===== config.mk =====
export PLATFORM = sky130hd
export DESIGN_NAME = h264buffer_sched
export DESIGN_NICKNAME = d
export VERILOG_FILES = /design/src/rtl/h264buffer_sched.sv
export SDC_FILE = /design/constraint.sdc
export NUM_CORES = 1
export LEC_CHECK = 0
export BUFFER_PORTS_ARGS = -buffer_cell sky130_fd_sc_hd__buf_2
export CAP_MARGIN = 15
export CELL_PAD_IN_SITES_DETAIL_PLACEMENT = 1
export CELL_PAD_IN_SITES_GLOBAL_PLACEMENT = 1
export CORE_ASPECT_RATIO = 1.1
export CORE_UTILIZATION = 47
export DETAILED_ROUTE_END_ITERATION = 7
export HOLD_SLACK_MARGIN = 0.08
export PLACE_DENSITY = 0.85
export RECOVER_POWER = 50
export SYNTH_ARGS = -nofsm -noshare
export SYNTH_HDL_FRONTEND = slang
export SYNTH_SLANG_ARGS = --single-unit
export TNS_END_PERCENT = 20

===== constraint.sdc =====
create_clock -name CLK -period 8.27 [get_ports CLK]
set_clock_uncertainty 0.15 [all_clocks]
set_input_delay 2.481 -clock CLK [delete_from_list [all_inputs] [get_ports CLK]]
set_output_delay 2.481 -clock CLK [all_outputs]
set_load 0.01 [all_outputs]

===== src/rtl/h264buffer_sched.sv =====
// h264buffer_sched: macroblock grant/position sequencer for the inter-path coefficient buffer.
// Optional statistics outputs (STALL_CNT, MB_CNT) are enabled by H264BUFFER_SCHED_STATS_EN.
module h264buffer_sched #(
    parameter int MBW_BITS   = 8,
    parameter int SLOTS      = 2,
    parameter int SLICE_BITS = 16
) (
    input  logic                  CLK,
    input  logic                  RST,
    input  logic                  START,
    input  logic [MBW_BITS-1:0]   MBW,
    input  logic [MBW_BITS-1:0]   MBH,
    input  logic [SLICE_BITS-1:0] SLICE_MBS,
    input  logic                  MBIN_REQ,
    output logic                  MBIN_GNT,
    input  logic                  MBIN_END,
    input  logic                  MBOUT_END,
    input  logic                  BUF_DONE,
    output logic                  NEWSLICE,
    output logic                  NEWLINE,
    output logic [MBW_BITS-1:0]   MBX,
    output logic [MBW_BITS-1:0]   MBY,
    output logic                  BUSY,
    output logic                  FRAME_DONE
`ifdef H264BUFFER_SCHED_STATS_EN
    ,
    output logic [15:0]           STALL_CNT,
    output logic [15:0]           MB_CNT
`endif
);

    localparam int CW = $clog2(SLOTS + 1) + 1;
    localparam logic [CW-1:0] SLOTS_C = CW'(SLOTS);

    typedef enum logic [2:0] {
        S_IDLE,
        S_DRAIN,
        S_SLICE,
        S_RUN,
        S_LINE,
        S_FLUSH
    } state_t;

    state_t                state_q, state_d;
    logic [MBW_BITS-1:0]   mbw_q, mbw_d, mbh_q, mbh_d;
    logic [SLICE_BITS-1:0] slice_mbs_q, slice_mbs_d;
    logic [SLICE_BITS-1:0] slice_cnt_q, slice_cnt_d, slice_inc;
    logic [MBW_BITS-1:0]   nx_q, nx_d, ny_q, ny_d;
    logic [MBW_BITS-1:0]   mbx_q, mbx_d, mby_q, mby_d;
    logic [CW-1:0]         credits_q, credits_d;
    logic [CW-1:0]         inflight_q, inflight_d;
    logic [CW-1:0]         pend_q, pend_d;
    logic                  gnt_q, gnt_d;
    logic                  grant, ack_end, ack_rd, last_col, last_row;

`ifdef H264BUFFER_SCHED_STATS_EN
    logic [15:0] stall_q, stall_d, mbcnt_q, mbcnt_d;
`endif

    always_comb begin
        state_d     = state_q;
        mbw_d       = mbw_q;
        mbh_d       = mbh_q;
        slice_mbs_d = slice_mbs_q;
        slice_cnt_d = slice_cnt_q;
        nx_d        = nx_q;
        ny_d        = ny_q;
        mbx_d       = mbx_q;
        mby_d       = mby_q;
        credits_d   = credits_q;
        inflight_d  = inflight_q;
        pend_d      = pend_q;
        MBIN_GNT    = 1'b0;
        NEWSLICE    = 1'b0;
        NEWLINE     = 1'b0;
        FRAME_DONE  = 1'b0;
        BUSY        = (state_q != S_IDLE);

        // An end/read pulse is only honoured when there is something for it to retire.
        ack_end   = MBIN_END && (pend_q != '0);
        ack_rd    = MBOUT_END && (inflight_q != '0);
        grant     = (state_q == S_RUN) && MBIN_REQ && (credits_q != '0) && !gnt_q;
        gnt_d     = grant;
        last_col  = (nx_q == mbw_q - MBW_BITS'(1));
        last_row  = (ny_q == mbh_q - MBW_BITS'(1));
        slice_inc = (slice_cnt_q == '1) ? slice_cnt_q : slice_cnt_q + SLICE_BITS'(1);

        if (ack_end && !ack_rd && inflight_q != '1)
            inflight_d = inflight_q + CW'(1);
        else if (!ack_end && ack_rd)
            inflight_d = inflight_q - CW'(1);

        if (grant && !ack_end && pend_q != '1)
            pend_d = pend_q + CW'(1);
        else if (!grant && ack_end)
            pend_d = pend_q - CW'(1);

        if (grant && !ack_rd)
            credits_d = credits_q - CW'(1);
        else if (!grant && ack_rd && credits_q != SLOTS_C)
            credits_d = credits_q + CW'(1);

        case (state_q)
            S_IDLE: begin
                if (START) begin
                    mbw_d       = (MBW == '0) ? MBW_BITS'(1) : MBW;
                    mbh_d       = (MBH == '0) ? MBW_BITS'(1) : MBH;
                    slice_mbs_d = SLICE_MBS;
                    slice_cnt_d = '0;
                    nx_d        = '0;
                    ny_d        = '0;
                    mbx_d       = '0;
                    mby_d       = '0;
                    state_d     = S_DRAIN;
                end
            end
            // Outstanding grants are drained too, so nothing is still being written at NEWSLICE.
            S_DRAIN: begin
                if (inflight_q == '0 && pend_q == '0 && BUF_DONE)
                    state_d = S_SLICE;
            end
            S_SLICE: begin
                NEWSLICE    = 1'b1;
                slice_cnt_d = '0;
                state_d     = S_RUN;
            end
            S_RUN: begin
                if (grant) begin
                    MBIN_GNT    = 1'b1;
                    mbx_d       = nx_q;
                    mby_d       = ny_q;
                    slice_cnt_d = slice_inc;
                    if (last_col && last_row) begin
                        state_d = S_FLUSH;
                    end else begin
                        if (last_col) begin
                            nx_d = '0;
                            ny_d = ny_q + MBW_BITS'(1);
                        end else begin
                            nx_d = nx_q + MBW_BITS'(1);
                        end
                        if (slice_mbs_q != '0 && slice_inc == slice_mbs_q)
                            state_d = S_DRAIN;
                        else if (last_col)
                            state_d = S_LINE;
                    end
                end
            end
            S_LINE: begin
                NEWLINE = 1'b1;
                state_d = S_RUN;
            end
            S_FLUSH: begin
                if (inflight_q == '0 && pend_q == '0) begin
                    FRAME_DONE = 1'b1;
                    state_d    = S_IDLE;
                end
            end
            default: state_d = S_IDLE;
        endcase
    end

    always_ff @(posedge CLK) begin
        if (RST) begin
            state_q     <= S_IDLE;
            mbw_q       <= '0;
            mbh_q       <= '0;
            slice_mbs_q <= '0;
            slice_cnt_q <= '0;
            nx_q        <= '0;
            ny_q        <= '0;
            mbx_q       <= '0;
            mby_q       <= '0;
            credits_q   <= SLOTS_C;
            inflight_q  <= '0;
            pend_q      <= '0;
            gnt_q       <= 1'b0;
        end else begin
            state_q     <= state_d;
            mbw_q       <= mbw_d;
            mbh_q       <= mbh_d;
            slice_mbs_q <= slice_mbs_d;
            slice_cnt_q <= slice_cnt_d;
            nx_q        <= nx_d;
            ny_q        <= ny_d;
            mbx_q       <= mbx_d;
            mby_q       <= mby_d;
            credits_q   <= credits_d;
            inflight_q  <= inflight_d;
            pend_q      <= pend_d;
            gnt_q       <= gnt_d;
        end
    end

    assign MBX = mbx_q;
    assign MBY = mby_q;

`ifdef H264BUFFER_SCHED_STATS_EN
    always_comb begin
        stall_d = stall_q;
        mbcnt_d = mbcnt_q;
        if (state_q == S_IDLE && START) begin
            stall_d = '0;
            mbcnt_d = '0;
        end else begin
            if (state_q == S_RUN && MBIN_REQ && credits_q == '0 && stall_q != '1)
                stall_d = stall_q + 16'd1;
            if (grant && mbcnt_q != '1)
                mbcnt_d = mbcnt_q + 16'd1;
        end
    end

    always_ff @(posedge CLK) begin
        if (RST) begin
            stall_q <= '0;
            mbcnt_q <= '0;
        end else begin
            stall_q <= stall_d;
            mbcnt_q <= mbcnt_d;
        end
    end

    assign STALL_CNT = stall_q;
    assign MB_CNT    = mbcnt_q;
`endif

endmodule


==> results by group <==
Synthesis
  • Post-synth EDFFs: 0
  • Ys Warns: 0
  • Syn avg cell area: 7.621 sq um
  • Yosys cell types: 65
  • Area leader, netlist: dfxtp_1
  • Ys async rst share: 0%
  • Top FF cell, synth: dfxtp_1
  • Sequential area share after synthesis: 35.25%
  • Synthesized Nets: 740
  • Top cell type's share of synthesized area: about a third
  • Synth Register Bits: 93
  • Post-synthesis cell count: 693
  • Synthesized area: 5281 sq um
  • Synth top area cells: dfxtp_1 (35%), nand2_1 (7.8%), a21oi_1 (7.6%)

STA
  • Setup_tns: 0 ns
  • Max transition margin: -95.53%
  • Final Hold Vio Count: 0
  • Measured slew at the worst slew-check pin: 2.933 ns
  • RSZ-0062 raised after global routing: false
  • Min cycle time layout: 6.293 ns
  • Final Max Tran Viols: between 100 and 150
  • Crit share post-route: about three quarters
  • Setup violators final: 0
  • Fmax: roughly 0.16 GHz

Critical path
  • CP max stage delay: 0.57 ns
  • Critical Path Source Type: input pin
  • R2R depth: 9
  • Critical Path End Type: primary output
  • CP max FO: 40
  • FF-to-FF setup slack: 3.89 ns
  • Worst path buffer plus inverter count: 4
  • CP delay by family, top: buffers and inverters
  • Most used cell, CP: buf_2
  • Reg2reg start: slice_cnt_q[0]
  • Arrival time of the worst setup path: around 3.7 ns
  • WS Path Type: input pin to primary output
  • Slowest CP cell: or4b_2
  • Cells along the critical path: buf_2 -> or4b_2 -> buf_4 -> clkinv_1 -> buf_2
  • WP depth: 5
  • R2r endpoint: state_q[1]
  • Req. time, crit path: 5.64 ns

Die
  • DIE AREA: 11660 sq um
  • Starting density of the core: 48.41%
  • Die X-Extent: 103.1 um
  • Site Rows: 40
  • # IOs: 60
  • Core area: 10910 sq um
  • Chip Height: around 110 um

Routing
  • Initial DRC count: 196
  • Post-route ant nets: 0
  • Drt drc: 0
  • Routed wire length: 15640 um
  • Wire per inst: 17.93 um
  • Via count: 5230
  • First drt pass iteration count: 5
  • Vias/cell: approximately 6

Global routing
  • Grt met1 use: 33.94%
  • Met2 Use GR: 49.78%
  • GRT busiest layer: met2
  • First-pass GRT wire length: 25940 um
  • Largest net degree at the start of global routing: 66
  • Total global routing overflow: 0
  • Vias in the first global route: ~5.4k
  • Total GRT Usage: between 20% and 30%
  • Antenna violations before repair: 0
  • Met3 usage: 3.891%

Clocking
  • Setup Buffers After CTS: 0
  • TritonCTS buffer count: 9
  • Clk buf depth: 2
  • Clk slew on worst S/H paths: around 0.060 ns
  • CTS tree: done
  • Post-CTS sizing: 0
  • Post-CTS Hold Buffers: 0
  • # H-tree levels: 3
  • Sink Count: 93
  • Clk_lat worst skew: 0.35 ns
  • Root Driver: clkbuf_16

Finish
  • Area delta synth->final: 10.59%
  • Ant. Diodes: 0
  • Share of cells above drive strength 1: approximately a tenth
  • Nets: 767
  • Post-Layout Cell Count: 872

Power and ir drop
  • Pwr Total: ~1.3 mW
  • Worst VDD drop: 0.0001140 V
  • Leak Pwr: 2.042 nW
  • Pwr dens: 219.2 nW/um^2

Run status
  • Violated checks: max-capacitance violations, max-slew violations
  • Outcome: finished, violations left

Placed design
  • IO Port Bufs: a little under 60
  • Cell count after placement: 856
  • HPWL after DPL: 10940 um
  • Placer Congestion: roughly 0.86

Hold path
  • Worst min path class: flip-flop to flip-flop
  • Hold Path Sink: MBY[3]
  • Hold path startpoint: MBY[3]
  • Worst hold stages: 2

Run
  • Max_cap viols: 3
cells by family after synthesis:
logic type,share of synthesized area [%]
AO/OA/AOI/OAI,19.24
multiplexers,1.706
AND/OR/NAND/NOR,28.43
flip-flops,35.25
XOR/XNOR,7.794
buffers and inverters,5.259
adder cells (fa/ha/maj),2.322
Yosys cell counts (20+ instances only):
library cell / number
o21ai_0: 21
nand2_1: 110
clkbuf_1: 36
inv_1: 22
nor2_1: 39
nor4_1: 24
a21oi_1: 80
nor3_1: 22
nand3_1: 37
dfxtp_1: 93
xor2_1: 20
xnor2_1: 27
tightest hold or removal path, cell delays in order (launching register included):
cell and delay (ns):
dfxtp_1 0.31, nand3_1 0.06, a21oi_1 0.06
routing by layer:
metal	up-vias	share of wire, %	wire, um
met5	-	0	0
met4	0	2.3	358
met3	31	2.6	413
met2	99	53	8337
met1	2578	42	6526
li1	2522	-	-
how the worst max path moves through the flow:
stage / from / endpoint / slack, ns
2_1_floorplan: MBIN_REQ / MBIN_GNT / 2.03
3_3_place_gp: MBIN_REQ / MBIN_GNT / 1.99
3_5_place_dp: MBIN_REQ / MBIN_GNT / 1.99
4_1_cts: MBIN_REQ / MBIN_GNT / 1.99
5_1_grt: RST / ny_q[4] / 1.55
6_report: MBIN_REQ / MBIN_GNT / 1.98
cell type report:
type / instances / area (sq um)
Clock buffer: 10 / 229.0
Fill cell: 1455 / 5070
Inverter: 23 / 86.33
Clock inverter: 6 / 38.79
Sequential cell: 93 / 1862
Multi-Input combinational cell: 529 / 3142
Timing Repair Buffer: 64 / 299.0
Tap cell: 147 / 183.9
layout by cell type (no fill, tap or decap), types with 4 or more instances in the layout:
cell type	Yosys	layout
nand2_1	110	110
dfxtp_1	93	93
a21oi_1	80	80
nor2_1	39	39
buf_2	9	38
nand3_1	37	37
xnor2_1	27	27
nor4_1	24	24
clkbuf_1	36	24
inv_1	22	22
nor3_1	22	22
o21ai_0	21	21
xor2_1	20	20
nand4_1	12	12
or3_1	10	10
a211oi_1	10	10
and3_1	9	9
mux2i_1	9	9
clkbuf_16	0	9
a221oi_1	5	5
and2_1	5	5
ha_1	5	5
nand3b_1	4	4
nand2b_1	4	4
o211ai_1	4	4
o31ai_1	4	4
or2_2	4	4
o2111ai_1	4	4
o221ai_1	4	4
o21bai_1	4	4
nor2b_1	4	4
stage by stage:
stage,utilization (%),hold slack (ns),cell area (sq um),setup WS (ns)
CTS,53.90,0.3237,5881,1.986
global route,53.53,0.3479,5841,1.547
global placement,51.44,0.3015,5613,1.993
detailed placement,51.44,0.3134,5613,1.990
floorplan,-,0.2978,5281,2.031
finish,53.53,0.3201,5841,1.977
power breakdown:
group / switching, mW / total (mW) / internal (mW)
clock network: 0.184 / 0.387 / 0.204
registers: 0.0568 / 0.543 / 0.486
logic: 0.206 / 0.350 / 0.144
state kept, by name, indices dropped and copies added, names as in the netlist, 8 cells and up:
register and cells:
mbw_q 8, slice_cnt_q 16, mbh_q 8, slice_mbs_q 16, MBY 8, ny_q 8
nx_q 8, MBX 8
(Power assumes the default switching activity.)
